<file path="config.mk">
export PLATFORM = sky130hd
export DESIGN_NAME = game_datapath_flat
export DESIGN_NICKNAME = d
export VERILOG_FILES = /design/src/rtl/game_if.sv /design/src/rtl/game_datapath.sv /design/src/flat_wrapper.sv
export SDC_FILE = /design/constraint.sdc
export NUM_CORES = 1
export LEC_CHECK = 0
export CAP_MARGIN = 0
export CORE_MARGIN = 2
export CORE_UTILIZATION = 59
export DETAILED_ROUTE_END_ITERATION = 7
export PLACE_DENSITY = 0.89
export SLEW_MARGIN = 0
export SYNTH_ARGS = -nofsm -noshare
export SYNTH_HDL_FRONTEND = slang
export SYNTH_SLANG_ARGS = --single-unit
export TNS_END_PERCENT = 50
</file>
<file path="constraint.sdc">
create_clock -name clock -period 3.7 [get_ports clock]
set_clock_uncertainty 0.2 [all_clocks]
set_input_delay 0.74 -clock clock [delete_from_list [all_inputs] [get_ports clock]]
set_output_delay 0.74 -clock clock [all_outputs]
set_load 0.1 [all_outputs]
</file>
<file path="src/rtl/game_if.sv">
// Controller <-> game datapath bus: commands and enables in, status and display out.
interface game_if;
  logic       r1, r2;
  logic       e1, e2, e3, e4;
  logic       sel;
  logic [3:0] sw;
  logic [3:0] key;
  logic       end_fpga, end_user, end_time, win, match;
  logic [3:0] leds;
  logic [4:0] disp;

  modport master (
    output r1, r2, e1, e2, e3, e4, sel, sw, key,
    input  end_fpga, end_user, end_time, win, match, leds, disp
  );

  modport slave (
    input  r1, r2, e1, e2, e3, e4, sel, sw, key,
    output end_fpga, end_user, end_time, win, match, leds, disp
  );
endinterface

</file>
<file path="src/rtl/game_datapath.sv">
// Memory-game datapath: sequence playback on LEDs, user key checking,
// round timer and score display. Sequencing is owned by an external controller.
module game_datapath #(
  parameter int DISP_CYC = 25000000,
  parameter int TIME_CYC = 250000000
) (
  input  logic   clock,
  input  logic   reset,
  game_if.slave  bus
);

  localparam int DW = $clog2(DISP_CYC + 1);
  localparam int TW = $clog2(TIME_CYC + 1);

  logic [1:0]    seq_id, level;
  logic [3:0]    round, idx, key_q;
  logic          phase;
  logic [DW-1:0] dcnt;
  logic [4:0]    press_cnt;
  logic          err;
  logic [TW-1:0] tcnt;
  logic          win_flag, end_fpga, end_user, end_time;

  // elem(s,i) = (3*i + s + i/4) mod 4; everything is mod 4 so 2-bit math suffices
  function automatic logic [1:0] elem(input logic [1:0] s, input logic [3:0] i);
    return 2'(i[1:0] + i[1:0] + i[1:0] + s + i[3:2]);
  endfunction

  function automatic logic [3:0] onehot(input logic [1:0] e);
    return 4'b0001 << e;
  endfunction

  logic [3:0] kedge, exp_key;
  logic [4:0] rnd_p1;
  logic       press, correct, win;

  assign kedge   = bus.key & ~key_q;
  assign exp_key = onehot(elem(seq_id, press_cnt[3:0]));
  // exp_key is one-hot, so equality also rejects multi-key presses
  assign correct = (kedge == exp_key);
  assign press   = bus.e2 & ~end_user & (|kedge);
  assign rnd_p1  = {1'b0, round} + 5'd1;
  // target-1 = 4*(level+1)-1 = {level,2'b11}
  assign win     = (round == {level, 2'b11});

  assign bus.win      = win;
  assign bus.match    = ~err & (press_cnt == rnd_p1);
  assign bus.end_fpga = end_fpga;
  assign bus.end_user = end_user;
  assign bus.end_time = end_time;
  assign bus.disp     = bus.sel ? ({1'b0, round} + {4'b0, win_flag}) : rnd_p1;

  // LED source select: playback (on phase), live keys, win indication
  always_comb begin
    bus.leds = 4'b0000;
    if (bus.e3 && !phase) bus.leds = onehot(elem(seq_id, idx));
    else if (bus.e2)      bus.leds = bus.key;
    else if (bus.sel)     bus.leds = {4{win_flag}};
  end

  // All datapath state: reset > r1 > r2 > enable-driven updates
  always_ff @(posedge clock) begin
    if (reset) begin
      seq_id <= '0; level <= '0; round <= '0; idx <= '0; key_q <= '0;
      phase <= 1'b0; dcnt <= '0; press_cnt <= '0; err <= 1'b0; tcnt <= '0;
      win_flag <= 1'b0; end_fpga <= 1'b0; end_user <= 1'b0; end_time <= 1'b0;
    end else if (bus.r1) begin
      round <= '0; idx <= '0; key_q <= '0;
      phase <= 1'b0; dcnt <= '0; press_cnt <= '0; err <= 1'b0; tcnt <= '0;
      win_flag <= 1'b0; end_fpga <= 1'b0; end_user <= 1'b0; end_time <= 1'b0;
    end else begin
      key_q <= bus.key;
      if (bus.e1) begin
        seq_id <= bus.sw[1:0];
        level  <= bus.sw[3:2];
      end
      if (bus.r2) begin
        idx <= '0; phase <= 1'b0; dcnt <= '0; press_cnt <= '0; err <= 1'b0;
        tcnt <= '0; end_fpga <= 1'b0; end_user <= 1'b0; end_time <= 1'b0;
        win_flag <= win;
        // Round stops at the winning round (so disp with sel shows points = target)
        // and never wraps past 15.
        if (!win && round != 4'd15) round <= round + 4'd1;
      end else begin
        // Playback: on/off halves of DISP_CYC each; freeze in the off phase once done
        if (!bus.e3) begin
          idx <= '0; phase <= 1'b0; dcnt <= '0; end_fpga <= 1'b0;
        end else if (!end_fpga) begin
          if (dcnt == DW'(DISP_CYC - 1)) begin
            dcnt <= '0;
            if (phase && idx == round) begin
              end_fpga <= 1'b1;
            end else begin
              phase <= ~phase;
              if (phase) idx <= idx + 4'd1;
            end
          end else begin
            dcnt <= dcnt + DW'(1);
          end
        end

        // Key presses: count every press, latch any error, stop after last/erroneous one
        if (press) begin
          press_cnt <= press_cnt + 5'd1;
          if (!correct) err <= 1'b1;
          if (!correct || (press_cnt + 5'd1) == rnd_p1) end_user <= 1'b1;
        end

        // Round timer: end_time rises together with tcnt reaching TIME_CYC-1
        if (!bus.e2) begin
          tcnt     <= '0;
          end_time <= 1'b0;
        end else begin
          if (tcnt != TW'(TIME_CYC - 1)) tcnt <= tcnt + TW'(1);
          if (tcnt == TW'(TIME_CYC - 2)) end_time <= 1'b1;
        end
      end
    end
  end

endmodule

</file>
<file path="src/flat_wrapper.sv">
// flat-port wrapper written by rule: the top's interface ports become plain ports
module game_datapath_flat 
#(
  parameter int DISP_CYC = 25000000,
  parameter int TIME_CYC = 250000000
)
  (clock, reset, bus_r1, bus_r2, bus_e1, bus_e2, bus_e3, bus_e4, bus_sel, bus_sw, bus_key, bus_end_fpga, bus_end_user, bus_end_time, bus_win, bus_match, bus_leds, bus_disp);
  game_if bus_i ();
  input  logic clock;
  input  logic reset;
  input wire logic [$bits(bus_i.r1)-1:0] bus_r1;
  input wire logic [$bits(bus_i.r2)-1:0] bus_r2;
  input wire logic [$bits(bus_i.e1)-1:0] bus_e1;
  input wire logic [$bits(bus_i.e2)-1:0] bus_e2;
  input wire logic [$bits(bus_i.e3)-1:0] bus_e3;
  input wire logic [$bits(bus_i.e4)-1:0] bus_e4;
  input wire logic [$bits(bus_i.sel)-1:0] bus_sel;
  input wire logic [$bits(bus_i.sw)-1:0] bus_sw;
  input wire logic [$bits(bus_i.key)-1:0] bus_key;
  output wire logic [$bits(bus_i.end_fpga)-1:0] bus_end_fpga;
  output wire logic [$bits(bus_i.end_user)-1:0] bus_end_user;
  output wire logic [$bits(bus_i.end_time)-1:0] bus_end_time;
  output wire logic [$bits(bus_i.win)-1:0] bus_win;
  output wire logic [$bits(bus_i.match)-1:0] bus_match;
  output wire logic [$bits(bus_i.leds)-1:0] bus_leds;
  output wire logic [$bits(bus_i.disp)-1:0] bus_disp;
  assign bus_i.r1 = bus_r1;
  assign bus_i.r2 = bus_r2;
  assign bus_i.e1 = bus_e1;
  assign bus_i.e2 = bus_e2;
  assign bus_i.e3 = bus_e3;
  assign bus_i.e4 = bus_e4;
  assign bus_i.sel = bus_sel;
  assign bus_i.sw = bus_sw;
  assign bus_i.key = bus_key;
  assign bus_end_fpga = bus_i.end_fpga;
  assign bus_end_user = bus_i.end_user;
  assign bus_end_time = bus_i.end_time;
  assign bus_win = bus_i.win;
  assign bus_match = bus_i.match;
  assign bus_leds = bus_i.leds;
  assign bus_disp = bus_i.disp;
  game_datapath #(.DISP_CYC(DISP_CYC), .TIME_CYC(TIME_CYC)) u_core (.clock(clock), .reset(reset), .bus(bus_i));
endmodule
</file>
==> run_results.csv, run 1 <==
group,metric,value,unit
route,m1WireLength,4000,um
sta,min_period,3500,ps
route,drtIter0Drc,213,
global_routing,grt_overflow,0,
worst_setup_path,cp-end-kind,"primary output",
clocking,clk_pin_slew,70,ps
route,vias,3609,
layout,fin_util,68.4,%
route,topRoutingLayerUsed,"met4",
synthesis,synth_area_per_cell,8.59,sq um
synthesis,synth_edf_count,0,
synthesis,yosys_warnings,0,
clocking,postCtsHoldBufs,0,
sta,post-route-period-util,94.6,%
placement,hpwl,6400,um
die,core_region_area,7180,sq um
route,wl_per_cell,14.3,um
global_routing,grt_pass1_vias,3452,
die,die_h,89.5,um
synthesis,syn_nets,533,
worst_setup_path,worstPathArrival,2560,ps
layout,final_nets,556,
worst_setup_path,critPathMaxFanout,6,
sta,max_slew.worst_pin.slew,962,ps
sta,slew_headroom,35.7,%
route,wl_met3,314,um
power,vdd.ir_drop.worst,0.000193,V
global_routing,grt_pass1_wl,15300,um
synthesis,ys_types,53,
route,drc_errors,0,
synthesis,syn_inst,502,
layout,area_delta_synth_final,13.7,%
power,p_leak,1.65,nW
worst_setup_path,crit_type,"reg2out",
route,viasPerCell,5.76,
route,wl,8980,um
sta,clock.fmax,286,MHz
global_routing,grt_start_max_net_pins,26,
layout,diodes,0,
power,p_per_area,353,nW/um^2
sta,hold_viol,0,
synthesis,synth.most_common_cell,"dfxtp_1",
synthesis,yosysTopAreaCell,"dfxtp_1",
clocking,cts_tree,"done",
layout,final_layout_size_suffix_gt1_share,7.95,%
sta,rsz0062_at_grt,"no",
placement,pre_cts_slack,554,ps
clocking,cts.path.max_buffers,2,
clocking,clock_latency,340,ps
synthesis,async_flop_share,0,%
worst_setup_path,worst_setup_path_start_kind,"register",
worst_setup_path,worstPathRequired,2760,ps
clocking,root_buffer,"clkbuf_8",
clocking,post_cts_buffers,0,
clocking,numCtsBuffers,9,
global_routing,grt_usage,24.2,%
route,antenna_left,0,
synthesis,ys_ff_latch,80,
die,start_util,60.1,%
run_status,outcome,"finished, final reports clean",
job,cap_violations,0,
placement,port_buffers,29,
synthesis,synth_top_area_share,37.1,%
die,fp-row-count,31,
die,ioPinCount,31,
sta,drv_slew,0,
synthesis,yosysSeqAreaShare,37.1,%
clocking,cts_sinks,80,
placement,gp_congestion,0.842,
global_routing,antenna_found_initial,0,
die,die_x,89.5,um
synthesis,yosys-top-cells-count,"80 x dfxtp_1, 75 x nor2_1, 52 x xnor2_1",
die,die_area,8010,sq um
route,first_pass_iters,5,
synthesis,syn_area,4310,sq um
synthesis,synthTopCellsByArea,"dfxtp_1 37%, xnor2_1 11%, nor2_1 6.5%",
clocking,cts_max_level,3,
clocking,cts_resized,0,
min_path,worstHoldPathType,"reg2reg",
sta,post-route-worst-setup-slack,201,ps
sta,setup_viol,0,
route,wl_met2,4520,um
synthesis,synthFlopType,"dfxtp_1",
-- stage by stage --
stage	setup TNS [ps]	total power [mW]	cell area [sq um]	hold WS, ps	cells
2_1_floorplan	-891	1.01	4310	245	502
3_3_place_gp	0	1.06	4700	249	613
3_5_place_dp	0	1.06	4700	263	613
4_1_cts	0	1.75	4910	282	627
5_1_grt	0	1.79	4910	301	627
6_report	0	1.73	4910	278	627
-- worst max-delay path, stage by stage (launching register included) --
cell and delay, ps:
dfxtp_1 390, fa_1 590, inv_1 50, ha_1 170, nor2_1 140, xnor2_1 210
xor2_1 150, o22ai_1 310, buf_12 220
-- kinds of logic after synthesis --
logic type               count (synthesis)  synth area share [%]
AO/OA/AOI/OAI                           50                  6.99
XOR/XNOR                                75                  15.5
multiplexers                            13                  3.07
adder cells (fa/ha/maj)                 14                  4.41
AND/OR/NAND/NOR                        238                  29.5
flip-flops                              80                  37.1
buffers and inverters                   32                  3.36
-- sequential cells by signal, summed over array words and instances (netlist names) --
signal	count
u_core.err	1
u_core.round	4
u_core.bus.end_time	1
u_core.idx	4
u_core.win_flag	1
u_core.bus.end_user	1
u_core.seq_id	2
u_core.tcnt	28
u_core.phase	1
u_core.press_cnt	5
u_core.dcnt	25
u_core.key_q	4
u_core.level	2
u_core.bus.end_fpga	1
-- final cells by class --
| class | count | area [sq um] |
|---|---|---|
| clock buffer | 11 | 141 |
| clock inverter | 3 | 67.6 |
| fill | 539 | 2270 |
| inverter | 14 | 52.6 |
| multi-input combinational | 390 | 2570 |
| sequential | 80 | 1600 |
| tap | 99 | 124 |
| timing repair buffer | 30 | 353 |
-- where the power goes --
part	switching, mW	internal, mW
sequential	0.00777	0.867
clock	0.294	0.392
combinational	0.106	0.0650
-- layout by cell type, fill, tap and decap left out, types with 3 or more instances in the layout --
cell | Yosys | layout
nor2b_1 | 4 | 4
ha_1 | 12 | 12
nor2_1 | 75 | 75
xnor2_1 | 52 | 52
dfxtp_1 | 80 | 80
a31oi_1 | 6 | 6
mux2i_1 | 11 | 11
buf_4 | 0 | 7
nand3_1 | 26 | 26
and3_1 | 9 | 9
clkbuf_8 | 0 | 10
xor2_1 | 22 | 22
a211oi_1 | 5 | 5
o21ai_0 | 16 | 16
nand2b_1 | 10 | 10
o22ai_1 | 4 | 4
nor4_1 | 9 | 9
nand3b_1 | 3 | 3
a21oi_1 | 12 | 12
or3_1 | 4 | 4
and4_1 | 6 | 6
and3_2 | 3 | 3
buf_12 | 0 | 7
clkdlybuf4s50_1 | 0 | 16
nor3_1 | 19 | 19
inv_1 | 14 | 14
nand2_1 | 29 | 29
nand4_1 | 18 | 18
and2_1 | 7 | 7
-- layer usage --
| metal | up-vias | track usage [%] |
|---|---|---|
| met3 | 18 | 4.06 |
| li1 | 1781 | - |
| met1 | 1725 | 28.8 |
| met5 | - | 0 |
| met2 | 85 | 43.4 |
| met4 | 0 | 9.50 |
-- final timing paths --
path                                     startpoint  depth (start not counted)             endpoint  slack (ps)
worst min register to register  u_core.bus.end_time                          1  u_core.bus.end_time         280
worst min-delay path            u_core.bus.end_time                          1  u_core.bus.end_time         280
worst max register to register  u_core.press_cnt[2]                          8  u_core.bus.end_user         720
worst max-delay path                  u_core.idx[0]                          8          bus_leds[3]         200
Note: power is estimated with default switching activity, not from simulation.
==> run 2: changes to the inputs <==
Settings changed: CORE_MARGIN 2 to 3.
==> run_results.csv, run 2 (synthesis gave the netlist of run 1 again) <==
group,metric,value,unit
clocking,postCtsHoldBufs,0,
layout,largest_reg_flops,28,
power,p_per_area,340,nW/um^2
sta,tns,0,ps
layout,most-common-layout-cells,"80 x dfxtp_1, 75 x nor2_1, 52 x xnor2_1, 29 x nand2_1, 26 x nand3_1",
clocking,numCtsBuffers,9,
layout,diodes,0,
power,p_sw_share,26.0,%
route,antenna_left,0,
sta,hold_viol,0,
layout,final_nets,557,
power,pwr-share-seq,52.6,%
worst_setup_path,critPathMaxFanout,6,
worst_setup_path,regToRegSetupSlack,590,ps
layout,seq_area,1600,sq um
min_path,worstHoldPathType,"reg2reg",
layout,fillers,518,
worst_setup_path,rr_endpoint,"u_core.bus.end_user",
global_routing,antenna_found_initial,0,
route,wl_per_cell,14.5,um
clocking,clock_latency,350,ps
sta,slew_headroom,35.3,%
layout,final_layout_size_suffix_gt1_share,8.47,%
layout,area_delta_synth_final,13.5,%
sta,post-route-period-util,93.2,%
sta,clock.fmax,290,MHz
global_routing,grt_pass1_wl,16100,um
power,power_frac_comb,10.4,%
clocking,clk_pin_slew,80,ps
worst_setup_path,r2r-start,"u_core.press_cnt[2]",
route,drtIter0Drc,171,
placement,placed_cells,611,
route,vias,3562,
power,clock_power_share,37.1,%
power,power_switching,0.433,mW
sta,drv_slew,0,
run_status,outcome,"finished, final reports clean",
clocking,cts_tree,"done",
min_path,worst_hold_startpoint,"u_core.bus.end_time",
worst_setup_path,worstPathRequired,2760,ps
route,first_pass_iters,4,
global_routing,grt_overflow,0,
power,p_leak,1.65,nW
min_path,holdPathEnd,"u_core.bus.end_time",
worst_setup_path,rr_worst_depth,7,
layout,multi_input_area,2570,sq um
layout,largestRegisters,"u_core.tcnt x28, u_core.dcnt x25, u_core.press_cnt x5",
worst_setup_path,cp-end-kind,"primary output",
die,die_h,91.5,um
global_routing,grt_start_max_net_pins,26,
clocking,cts_resized,0,
global_routing,grt_pass1_vias,3522,
worst_setup_path,crit_type,"reg2out",
route,viasPerCell,5.68,
die,die_area,8370,sq um
die,core_region_area,6940,sq um
sta,rsz0062_at_grt,"no",
power,p_int,1.23,mW
worst_setup_path,worstPathArrival,2510,ps
sta,max_slew.worst_pin.slew,967,ps
layout,layoutNonFillerInstCount,627,
sta,min_period,3450,ps
min_path,min_path_cells,1,
worst_setup_path,worst_setup_path_start_kind,"register",
placement,hpwl,6630,um
placement,dpl_cell_area,4700,sq um
sta,setup_viol,0,
placement,port_buffers,29,
clocking,cts_max_level,3,
clocking,post_cts_buffers,0,
sta,holdWs,288,ps
die,die_x,91.5,um
route,drc_errors,0,
route,wl,9080,um
power,vdd.ir_drop.worst,0.000289,V
job,cap_violations,0,
layout,final_common_cell,"dfxtp_1",
die,start_util,62.1,%
layout,top_register,"u_core.tcnt",
layout,final_cell_area,4900,sq um
clocking,cts_sinks,80,
global_routing,grt_usage,23.2,%
clocking,root_buffer,"clkbuf_8",
die,fp-row-count,30,
placement,gp_congestion,0.826,
layout,fin_util,70.5,%
clocking,cts.path.max_buffers,2,
die,ioPinCount,31,
run 2: stage by stage:
step                      total power [mW]  worst slack [ps]
after floorplan                       1.01              -208
after global placement                1.06               589
after CTS                             1.67               250
after detailed placement              1.07               529
final                                 1.66               252
after global routing                  1.72              73.8
run 2: area by class of cell:
class | instances | area share, %
clock buffer | 12 | 3.37
tap | 96 | 2.45
timing repair buffer | 31 | 7.41
inverter | 14 | 1.07
multi-input combinational | 390 | 52.4
clock inverter | 4 | 0.537
sequential | 80 | 32.7
run 2: power by group through the flow:
stage	logic [mW]	clock network (mW)	registers, mW
2_1_floorplan	0.111	0	0.897
3_3_place_gp	0.166	0	0.894
3_5_place_dp	0.171	0	0.895
4_1_cts	0.172	0.628	0.874
5_1_grt	0.184	0.661	0.876
6_report	0.173	0.617	0.875
run 2: worst max-delay path, stage by stage (launching register included):
cell,delay [ps]
dfxtp_1,380
fa_1,590
inv_1,50
ha_1,170
nor2_1,120
xnor2_1,190
xor2_1,140
o22ai_1,310
buf_12,220
run 2: how the worst max path moves through the flow:
stage / start / endpoint
2_1_floorplan: u_core.idx[0] / bus_leds[2]
3_3_place_gp: bus_sel / bus_leds[3]
3_5_place_dp: bus_sel / bus_leds[3]
4_1_cts: u_core.idx[0] / bus_leds[3]
5_1_grt: u_core.idx[0] / bus_leds[3]
6_report: u_core.idx[0] / bus_leds[2]
run 2: per-layer routing:
layer / vias to the layer above / global-route usage, % / part of all wire, % / routed length (um)
met4: 0 / 8.42 / 1.2 / 108
met3: 16 / 4.23 / 3.5 / 317
met1: 1683 / 29.1 / 45 / 4050
met2: 70 / 39.7 / 51 / 4600
met5: - / 0 / 0 / 0
li1: 1793 / - / - / -
==> run 3: changes to the inputs <==
Settings changed: GPL_ROUTABILITY_DRIVEN set to 1, SLEW_MARGIN 0 to 15.
==> results of run 3 <==
Same layout as run 2: the final DEF is identical, and so are final timing and power.
